<file path="config.mk">
export PLATFORM = sky130hd
export DESIGN_NAME = demux4_1_pipe_flat
export DESIGN_NICKNAME = d
export VERILOG_FILES = /design/src/rtl/demux4_1_pipe_if.sv /design/src/rtl/demux4_1_pipe.sv /design/src/flat_wrapper.sv
export SDC_FILE = /design/constraint.sdc
export NUM_CORES = 1
export LEC_CHECK = 0
export CAP_MARGIN = 20
export CORE_MARGIN = 2
export CORE_UTILIZATION = 40
export DETAILED_ROUTE_END_ITERATION = 10
export HOLD_SLACK_MARGIN = 0.05
export PLACE_DENSITY = 0.68
export SLEW_MARGIN = 20
export SYNTH_ARGS = -nofsm -noshare
export SYNTH_HDL_FRONTEND = slang
export SYNTH_SLANG_ARGS = --single-unit
</file>
<file path="constraint.sdc">
create_clock -name clk -period 1.7 [get_ports clk]
set_input_delay 0.17 -clock clk [delete_from_list [all_inputs] [get_ports clk]]
set_output_delay 0.17 -clock clk [all_outputs]
set_load 0.01 [all_outputs]
</file>
<file path="src/rtl/demux4_1_pipe_if.sv">
// demux4_1_pipe_if: bus bundle for the 1-to-4 registered distributor.
// The master side is the producer plus the four consumers; the slave
// side is the distributor itself.
interface demux4_1_pipe_if #(
    parameter int WIDTH = 64
);
    // producer side
    logic [WIDTH-1:0] in_data;
    logic [1:0]       in_sel;
    logic             in_valid;
    logic             in_ready;

    // consumer side
    logic [WIDTH-1:0] out_data0;
    logic [WIDTH-1:0] out_data1;
    logic [WIDTH-1:0] out_data2;
    logic [WIDTH-1:0] out_data3;
    logic [3:0]       out_valid;
    logic [3:0]       out_ready;

    modport master (
        output in_data,
        output in_sel,
        output in_valid,
        input  in_ready,
        input  out_data0,
        input  out_data1,
        input  out_data2,
        input  out_data3,
        input  out_valid,
        output out_ready
    );

    modport slave (
        input  in_data,
        input  in_sel,
        input  in_valid,
        output in_ready,
        output out_data0,
        output out_data1,
        output out_data2,
        output out_data3,
        output out_valid,
        input  out_ready
    );
endinterface

</file>
<file path="src/rtl/demux4_1_pipe.sv">
// demux4_1_pipe: registered 1-to-4 distributor. Each input word is steered
// by in_sel into one of four single-entry output channels, each with its
// own valid/ready handshake, so a stalled consumer only blocks words aimed
// at its own channel.
//
// Optional build macro: DEMUX4_STATS_EN adds a stat_count port with one
// 16-bit wrapping accept counter per channel (channel i at [16i+15:16i]).
//
// Per-channel state table:
//   state | meaning
//   EMPTY | no word held, out_valid[i] = 0
//   FULL  | word held in out_data_i, out_valid[i] = 1, data stable
module demux4_1_pipe #(
    parameter int WIDTH = 64
) (
    input  logic            clk,
    input  logic            reset_n,
    demux4_1_pipe_if.slave  bus
`ifdef DEMUX4_STATS_EN
    ,
    output logic [63:0]     stat_count
`endif
);

    typedef enum logic {
        EMPTY = 1'b0,
        FULL  = 1'b1
    } chan_state_t;

    chan_state_t      state_q [4];
    chan_state_t      state_d [4];
    logic [WIDTH-1:0] data_q  [4];

    logic             sel_ready;
    logic             accept;
    logic [3:0]       load;

    // Ready looks only at the selected channel; an accept loads exactly that channel.
    always_comb begin
        sel_ready = (state_q[bus.in_sel] == EMPTY) || bus.out_ready[bus.in_sel];
        accept    = bus.in_valid && sel_ready;
        load      = 4'b0000;
        if (accept) begin
            load[bus.in_sel] = 1'b1;
        end
    end

    // Next-state for every channel; drain and refill in one cycle stays FULL.
    always_comb begin
        for (int i = 0; i < 4; i++) begin
            state_d[i] = state_q[i];
            case (state_q[i])
                EMPTY: begin
                    if (load[i]) begin
                        state_d[i] = FULL;
                    end
                end
                FULL: begin
                    if (bus.out_ready[i] && !load[i]) begin
                        state_d[i] = EMPTY;
                    end
                end
                default: state_d[i] = EMPTY;
            endcase
        end
    end

    // Channel state registers.
    always_ff @(posedge clk or negedge reset_n) begin
        if (!reset_n) begin
            for (int i = 0; i < 4; i++) begin
                state_q[i] <= EMPTY;
            end
        end else begin
            for (int i = 0; i < 4; i++) begin
                state_q[i] <= state_d[i];
            end
        end
    end

    // Channel data registers; only a load changes them, so a held word is stable.
    always_ff @(posedge clk or negedge reset_n) begin
        if (!reset_n) begin
            for (int i = 0; i < 4; i++) begin
                data_q[i] <= '0;
            end
        end else begin
            for (int i = 0; i < 4; i++) begin
                if (load[i]) begin
                    data_q[i] <= bus.in_data;
                end
            end
        end
    end

    // Outputs come straight from registers; in_data never reaches them combinationally.
    always_comb begin
        for (int i = 0; i < 4; i++) begin
            bus.out_valid[i] = (state_q[i] == FULL);
        end
    end

    assign bus.in_ready  = sel_ready;
    assign bus.out_data0 = data_q[0];
    assign bus.out_data1 = data_q[1];
    assign bus.out_data2 = data_q[2];
    assign bus.out_data3 = data_q[3];

`ifdef DEMUX4_STATS_EN
    logic [15:0] cnt_q [4];

    // Per-channel accept counters, free-running wrap at 16 bits.
    always_ff @(posedge clk or negedge reset_n) begin
        if (!reset_n) begin
            for (int i = 0; i < 4; i++) begin
                cnt_q[i] <= 16'h0000;
            end
        end else begin
            for (int i = 0; i < 4; i++) begin
                if (load[i]) begin
                    cnt_q[i] <= cnt_q[i] + 16'h0001;
                end
            end
        end
    end

    assign stat_count = {cnt_q[3], cnt_q[2], cnt_q[1], cnt_q[0]};
`endif

endmodule

</file>
<file path="src/flat_wrapper.sv">
// flat-port wrapper written by rule: the top's interface ports become plain ports
module demux4_1_pipe_flat 
#(
    parameter int WIDTH = 64
)
  (clk, reset_n, bus_in_data, bus_in_sel, bus_in_valid, bus_in_ready, bus_out_data0, bus_out_data1, bus_out_data2, bus_out_data3, bus_out_valid, bus_out_ready);
  demux4_1_pipe_if #(.WIDTH(WIDTH)) bus_i ();
  input  logic clk;
  input  logic reset_n;
  input wire logic [$bits(bus_i.in_data)-1:0] bus_in_data;
  input wire logic [$bits(bus_i.in_sel)-1:0] bus_in_sel;
  input wire logic [$bits(bus_i.in_valid)-1:0] bus_in_valid;
  output wire logic [$bits(bus_i.in_ready)-1:0] bus_in_ready;
  output wire logic [$bits(bus_i.out_data0)-1:0] bus_out_data0;
  output wire logic [$bits(bus_i.out_data1)-1:0] bus_out_data1;
  output wire logic [$bits(bus_i.out_data2)-1:0] bus_out_data2;
  output wire logic [$bits(bus_i.out_data3)-1:0] bus_out_data3;
  output wire logic [$bits(bus_i.out_valid)-1:0] bus_out_valid;
  input wire logic [$bits(bus_i.out_ready)-1:0] bus_out_ready;
  assign bus_i.in_data = bus_in_data;
  assign bus_i.in_sel = bus_in_sel;
  assign bus_i.in_valid = bus_in_valid;
  assign bus_in_ready = bus_i.in_ready;
  assign bus_out_data0 = bus_i.out_data0;
  assign bus_out_data1 = bus_i.out_data1;
  assign bus_out_data2 = bus_i.out_data2;
  assign bus_out_data3 = bus_i.out_data3;
  assign bus_out_valid = bus_i.out_valid;
  assign bus_i.out_ready = bus_out_ready;
  demux4_1_pipe #(.WIDTH(WIDTH)) u_core (.clk(clk), .reset_n(reset_n), .bus(bus_i));
endmodule
</file>
After elaboration in Yosys (flattened, before gate mapping)
Index checks and enable logic that the tools add are counted.
{ "totals": {"romBits": 0, "mem_bits_rw": 0, "latchBits": 0, "ff_bits": 260, "elab_cells": 48, "memories": 0, "out_inout_bits": 261} }
{ "op_classes": {"magnitude_cmp": 3, "eq_ne": 0, "mux": 20, "reduce_logical": 11, "mul": 0, "n_div": 0, "bitwise_logic": 6, "addsub": 0, "n_shift": 0} }
{ "ops": {"columns": ["op", "count"], "rows": [
  ["$mux 1", 12],
  ["$pmux 1 s2", 4],
  ["$logic_and 1x1->1", 6],
  ["$not 1->1", 5],
  ["$bmux 1 s2", 2],
  ["$logic_not 1->1", 4],
  ["$mux 4", 1],
  ["$ge 3x3->1 const B", 1],
  ["$lt 2x3->1 const B", 1],
  ["$not 2->3", 1],
  ["$demux 1 s2", 1],
  ["$ge 2x1->1 const B", 1],
  ["$logic_or 1x1->1", 1]
]} }

Longest topological paths before layout
{ "depth": {"depth_word": 12, "depth_mapped": 5} }

Least setup slack after synthesis
No wires, ideal clock.
{ "synth_timing": {"kind": "register to register", "from": "register u_core.state_q, in the netlist u_core.bus.out_valid[0]", "to": "register u_core.data_q, in the netlist u_core.bus.out_data0[10]", "stages_incl_launch_ff": 6, "synth_period_minus_slack_ns": 1.462, "slack_ns": 0.238, "required_time_ns": 1.575, "n_path_buf": 2, "arrival_time_ns": 1.337, "path_cell_list": "dfrtp_1 nand2b_1 nor3b_1 buf_4 buf_6 mux2_2"} }
{ "synth_between": {"elab_chain_len": 7} }
{ "synth_lines": {"columns": ["item", "line_no", "text"], "rows": [
  ["start, declared", "demux4_1_pipe.sv:30", "chan_state_t state_q [4];"],
  ["start signal, assigned by index", "demux4_1_pipe.sv:76", "state_q[i] <= state_d[i];"],
  ["$bmux 1 s2", "demux4_1_pipe.sv:40", "sel_ready = (state_q[bus.in_sel] == EMPTY) || bus.out_ready[bus.in_sel];"],
  ["$mux 1 (not written as such) (2 in a row)", "demux4_1_pipe.sv:40", null],
  ["$not 1->1", "demux4_1_pipe.sv:40", null],
  ["$logic_or 1x1->1", "demux4_1_pipe.sv:40", null],
  ["$logic_and 1x1->1", "demux4_1_pipe.sv:41", "accept = bus.in_valid && sel_ready;"],
  ["$mux 4", "demux4_1_pipe.sv:43", "if (accept) begin"],
  ["end signal, assigned by index", "demux4_1_pipe.sv:90", "data_q[i] <= bus.in_data;"],
  ["end, declared", "demux4_1_pipe.sv:32", "logic [WIDTH-1:0] data_q [4];"]
]} }
No other way between the ends. The select of a mux whose other input is x is not followed.
A chain may end at the register's enable or synchronous reset.

Final worst setup path
{ "layout_timing": {"from": "register u_core.state_q, in the netlist u_core.bus.out_valid[0]", "to": "output bus_in_ready"} }
{ "layout_between": {"elab_chain_len": 5} }
{ "layout_lines": {"columns": ["item", "line_no", "text"], "rows": [
  ["$bmux 1 s2", "demux4_1_pipe.sv:40", null],
  ["$mux 1 (not written as such) (2 in a row)", "demux4_1_pipe.sv:40", null],
  ["$not 1->1", "demux4_1_pipe.sv:40", null],
  ["$logic_or 1x1->1", "demux4_1_pipe.sv:40", null],
  ["end, declared", "flat_wrapper.sv:13", "output wire logic [$bits(bus_i.in_ready)-1:0] bus_in_ready;"]
]} }
No other way between the ends. The select of a mux whose other input is x is not followed.

==> out/results.tsv <==
stage	metric	value	unit
run_status	status	complete, but fails checks	
run_status	violations	setup timing	
synth	ys_seq_elements	260	
clocking	cts_buffers	29	
sta	fin_crit_sh	106	%
critical_path	arrival	1630	ps
grt	grt_max_degree	61	
power_and_ir_drop	p_leak	6.57	nW
critical_path	crit_path_end_kind	primary output	
placement	portBuffers	333	
grt	track_usage	19.8	%
synth	synthCells	559	
critical_path	critPathLaunchType	flip-flop	
power_and_ir_drop	power.density	1330	nW/µm²
synth	synth_cell_types	14	
sta	hold_slack	204	ps
synth	netlist_area	9810	µm²
critical_path	r2r_slack	20	ps
route	drtPass1Iterations	3	
sta	rsz0062_at_grt	yes	
finish	finalNetCount	1022	
grt	grt_overflow_total	0	
placement	dp_hpwl	18400	µm
die	initial_utilization	40.6	%
route	routed_wl	25600	µm
clocking	cts-root-buf	clkbuf_16	
critical_path	cp.required	1530	ps
finish	area_delta_synth_final	54.0	%
placement	post-place-ws	-290	ps
critical_path	worstReg2RegStart	u_core.bus.out_valid[2]$_DFF_PN0_	
sta	setup_violations	1	
clocking	clock_latency	530	ps
synth	syn_nets	632	
die	rows	57	
sta	relSlewSlack	63.8	%
route	first_iter_violations	139	
die	ios	334	
clocking	path_clk_slew	60	ps
sta	fmax	556	MHz
sta	worst_slack	-99.0	ps
die	die-area	25800	µm²
clocking	cts_max_level	1	
synth	ys_seq_area_share	66.3	%
sta	fin_setup_tns	-99.0	ps
route	routedWlPerCell	19.8	µm
flow_run	cap_violations	0	
finish	nFillCells	1798	
clocking	cts_tree	yes	
synth	synth_area_per_cell	17.6	µm²
clocking	cts_buffer_depth	3	
power_and_ir_drop	ir_drop	0.902	mV
route	vias	6215	
worst_hold_path	hp-class	in -> async	
die	die_h	161	µm
clocking	cts.sinks	260	
finish	final_common_cell	clkdlybuf4s50_1	
synth	yosysWarningCount	0	
finish	layout_common_cells	327 x clkdlybuf4s50_1, 260 x dfrtp_1, 148 x mux2_2	
grt	antenna_found_initial	2	
die	core-area	24200	µm²
die	die_x	161	µm
route	via_per_inst	4.80	
grt	grt_pass1_wl	40300	µm
critical_path	cp_max_fo	3	
placement	place_inst	1236	
sta	period_needed	1800	ps
critical_path	r2r-end	u_core.bus.out_data2[30]$_DFFE_PN0P_	
finish	fin_cells	1295	
sta	skew	7.10	ps
route	drc_errors	0	
placement	finalWeightedCongestion	0.774	
grt	grt_pass1_vias	6823	
sta	hold_viol	0	
sta	worstMarginPinSlew	544	ps
critical_path	worstSetupPathType	reg -> out	
route	final_antenna_net_count	0	
finish	drive_gt1_share	31.3	%
sta	slew_viol_final	0	
power_and_ir_drop	fin_total_pwr	20.1	mW
critical_path	r2r_cells	6	
-- registers in the layout (all words and copies together), names as in the netlist --
name / cells
u_core.bus.out_data2: 64
u_core.bus.out_data1: 64
u_core.bus.out_data3: 64
u_core.bus.out_valid: 4
u_core.bus.out_data0: 64
-- how the worst max path moves through the flow --
stage	slack, ps	depth (start not counted)	start	to
3_5_place_dp	-290	4	bus_out_ready[3]	bus_in_ready
5_1_grt	-180	3	u_core.bus.out_valid[3]$_DFF_PN0_	bus_in_ready
4_1_cts	-140	3	u_core.bus.out_valid[3]$_DFF_PN0_	bus_in_ready
6_report	-100	3	u_core.bus.out_valid[0]$_DFF_PN0_	bus_in_ready
2_1_floorplan	240	5	u_core.bus.out_valid[0]$_DFF_PN0_	u_core.bus.out_data0[10]$_DFFE_PN0P_
3_3_place_gp	-310	4	bus_out_ready[3]	bus_in_ready
-- kinds of logic (layout without fill, tap and decap cells) --
| kind of cell | count (synthesis) | count (layout) | share of synthesized area, % |
|---|---|---|---|
| AO/OA/AOI/OAI | 2 | 2 | 0.102 |
| buffers and inverters | 28 | 438 | 2.88 |
| flip-flops | 260 | 260 | 66.3 |
| multiplexers | 257 | 257 | 30.0 |
| other | 0 | 2 | 0 |
| AND/OR/NAND/NOR | 12 | 12 | 0.740 |
-- per-stage QoR --
| stage | area, µm² | utilization (%) |
|---|---|---|
| 2_1_floorplan | 9810 | - |
| 3_3_place_gp | 13900 | 57.5 |
| 3_5_place_dp | 13900 | 57.5 |
| 4_1_cts | 14900 | 61.7 |
| 5_1_grt | 15100 | 62.5 |
| 6_report | 15100 | 62.5 |
-- synthesized netlist by cell type --
master	n	area (µm²)
o21ai_0	2	10.0
nand4_1	1	6.26
nand2b_1	5	31.3
nand2_1	3	11.3
mux2_2	147	1660
nand4b_1	1	8.76
nor3b_1	2	15.0
mux2_1	100	1130
mux4_2	1	22.5
mux2_4	9	135
dfrtp_1	260	6510
buf_6	22	248
buf_4	2	15.0
buf_2	4	20.0
-- layout make-up --
type | instances | area [µm²] | area share, %
Sequential cell | 260 | 6510 | 43.1
Antenna cell | 2 | 5.00 | 0.0331
Clock buffer | 43 | 858 | 5.68
Tap cell | 324 | 405 | 2.68
Clock inverter | 8 | 143 | 0.944
Multi-Input combinational cell | 271 | 3190 | 21.1
Timing Repair Buffer | 387 | 4010 | 26.5
-- worst max-delay path, stage by stage (launching register included) --
cell and delay, ps:
dfrtp_1 350, nand2b_1 110, mux4_2 490, buf_6 150
-- report_power, final --
part	switching (mW)	internal (mW)	leakage [nW]
combinational	2.05	3.48	2.99
sequential	0.672	7.49	3.09
clock	2.39	4.06	0.490
total	5.11	15.0	6.57
-- routing by layer --
metal	part of all wire (%)	GRT usage, %	up-vias
met3	6.1	4.65	59
met1	40	23.9	3193
met4	3.8	7.86	0
li1	-	-	2757
met2	50	34.5	206
met5	0	0	-
-- timing repair --
item	4_1_cts	5_1_grt
hold endpoints to repair	260	0
gates resized for setup	7	48
hold buffers	1	0
buffers inserted	1	4
endpoints found under the setup margin	2	7
(Power assumes the default switching activity.)
==> patch, RTL diff (config.mk and constraints unchanged) <==
`WIDTH` is set to 64 in 3 places; all go to 128.
--- a/src/rtl/demux4_1_pipe_if.sv
+++ b/src/rtl/demux4_1_pipe_if.sv
@@ -2,7 +2,7 @@
 // The master side is the producer plus the four consumers; the slave
 // side is the distributor itself.
 interface demux4_1_pipe_if #(
-    parameter int WIDTH = 64
+    parameter int WIDTH = 128
 );
     // producer side
     logic [WIDTH-1:0] in_data;
--- a/src/rtl/demux4_1_pipe.sv
+++ b/src/rtl/demux4_1_pipe.sv
@@ -11,7 +11,7 @@
 //   EMPTY | no word held, out_valid[i] = 0
 //   FULL  | word held in out_data_i, out_valid[i] = 1, data stable
 module demux4_1_pipe #(
-    parameter int WIDTH = 64
+    parameter int WIDTH = 128
 ) (
     input  logic            clk,
     input  logic            reset_n,
--- a/src/flat_wrapper.sv
+++ b/src/flat_wrapper.sv
@@ -1,7 +1,7 @@
 // flat-port wrapper written by rule: the top's interface ports become plain ports
 module demux4_1_pipe_flat 
 #(
-    parameter int WIDTH = 64
+    parameter int WIDTH = 128
 )
   (clk, reset_n, bus_in_data, bus_in_sel, bus_in_valid, bus_in_ready, bus_out_data0, bus_out_data1, bus_out_data2, bus_out_data3, bus_out_valid, bus_out_ready);
   demux4_1_pipe_if #(.WIDTH(WIDTH)) bus_i ();
Ports: changed (5 resized); port bits go from 334 to 654. No check against the original RTL was run, so the function may have changed too.
==> patch against the unedited design <==
  * The flow still finishes with violations (negative setup slack)
  * Global-route usage increased by 5.1 points
  * Critical endpoint unchanged
  * Routed wire length rose to 2.6 times the old value
  * Register-to-register slack lost 0.17 ns
  * Clock skew rose by 0.015 ns
  * Count of clock-buffer cells in the layout grew 34
  * Synthesized area grew 95%
  * Synthesized cell count is 97% higher
  * Setup slack worse by 0.072 ns
  * Cell count rose by 98%
  * Hold slack got worse by 0.10 ns
  * Sequential cell count up 256
  * Total power up 91%
  * Cell area grew 110%
==> patch: results (changes against the unedited design) <==
Setup path
  • R2r setup slk: -0.15 ns (was 0.02 ns)
  • Worst setup startpoint: u_core.bus.out_valid[3] (was u_core.bus.out_valid[0])
  • Reg2reg start: u_core.bus.out_valid[1] (was u_core.bus.out_valid[2])
  • Cell family with most CP delay: multiplexers (unchanged)
  • R2R Path End: u_core.bus.out_data1[43] (was u_core.bus.out_data2[30])
  • R2r worst-path depth: 7 (was 6)
  • Critical path fanouts, max: 2 (was 3)
  • CP Data Arrival Time: 1.70 ns (was 1.63 ns)

Place
  • I/O Buffers: 653 (was 333)
  • Placed cells: 2392 (was 1236)
  • Pre-CTS setup slack: -0.445 ns (was -0.290 ns)
  • Dpl cell area: 27100 sq um (was 13900 sq um)
  • Gpl congestion: 0.845 (was 0.774)
  • DP Wirelength: 43.8 mm (was 18.4 mm)

Drt
  • DR iter-0 viols: 483 (was 139)
  • Vias: 12900 (was 6215)
  • DRT Pass-1 Iters: 5 (was 3)
  • Wire length per cell: 25.8 um (was 19.8 um)
  • Final WL: 65.9 mm (was 25.6 mm)

Power
  • P_leak: 15.7 nW (was 6.57 nW)
  • Overall Power: 38.4 mW (was 20.1 mW)
  • Sequential power: 16.3 mW (was 8.16 mW)
  • Internal Power: 27.6 mW (was 15.0 mW)
  • Max VDD drop: 0.873 mV (was 0.902 mV)
  • Combinational gate power: 11.1 mW (was 5.53 mW)

Yosys
  • Sequential cell area fraction in the yosys report: 67.5% (was 66.3%)
  • Post-synth top cells: dfrtp_1 (516), mux2_2 (512), buf_2 (31) (was dfrtp_1 (260), mux2_2 (147), mux2_1 (100))
  • Synth Area in Compound Gates: 0.0524% (was 0.102%)
  • Post-Synthesis Cells: 1099 (was 559)
  • Post-synthesis mux area share: 30.3% (was 30.0%)
  • Yosys cell types: 12 (was 14)
  • Net Count, Synth: 1236 (was 632)
  • Synth top area cells: dfrtp_1 (68%), mux2_2 (30%), buf_4 (0.90%) (was dfrtp_1 (66%), mux2_2 (17%), mux2_1 (11%))

STA
  • Final setup vio count: 236 (was 1)
  • WHS: 0.105 ns (was 0.204 ns)
  • Final TNS setup: -17.14 ns (was -0.0990 ns)
  • Final clock skew: 0.0223 ns (was 0.00710 ns)
  • Measured slew at the worst slew-check pin: 0.504 ns (was 0.544 ns)
  • Setup slack after layout: -0.171 ns (was -0.0990 ns)

Finish
  • Antenna cells: 0 (was 2)
  • Share of layout cells above drive strength 1: 38.7% (was 31.3%)
  • Fillers: 3340 (was 1798)
  • Layout Nets: 2042 (was 1022)
  • Post-Route Utilization: 65.9% (was 62.5%)

Global routing
  • All-Layer GR Usage: 25.0% (was 19.8%)
  • Largest net degree at the start of global routing: 46 (was 61)
  • Initial antenna violation count: 0 (was 2)
  • Number of global-route vias before repair: 13900 (was 6823)
  • Global-route wire length before repair: 92.5 mm (was 40.3 mm)

Clocking
  • Worst-Skew Late Latency: 0.60 ns (was 0.53 ns)
  • Num CTS Buffers: 52 (was 29)
  • CTS H-tree lvls: 2 (was 1)

Run status
  • Outcome: complete, but fails checks (unchanged)
  • Failing checks: negative setup slack (unchanged)
==> patch: timing repair <==
item | in CTS | in global routing
setup endpoints to repair | 500 | 633
hold buffers | 1 | 0
endpoints found under the hold margin | 318 | 0
buffers inserted | 37 | 19
gates cloned | 15 | 20
resized for setup | 443 | 337
pin swaps | 1 | 1
==> patch: area by class of cell <==
| cell class | count | share of cell area (%) |
|---|---|---|
| Clock inverter | 16 | 0.300 |
| Multi-Input combinational cell | 527 | 21.8 |
| Tap cell | 615 | 2.46 |
| Sequential cell | 516 | 41.3 |
| Clock buffer | 77 | 4.88 |
| Timing Repair Buffer | 808 | 29.3 |
==> patch: per-layer routing <==
layer,up-vias,track usage [%],share of wire (%)
met1,6724,28.5,38
met4,0,10.5,4.1
met2,488,42.3,50
met3,135,9.06,7.9
met5,-,0,0
li1,5521,-,-
==> patch: cells by family (layout without fill, tap and decap cells) <==
group / Yosys count / after routing
flops: 516 / 516
buf+inv: 56 / 901
simple gates: 12 / 12
compound gates: 2 / 2
mux: 513 / 513
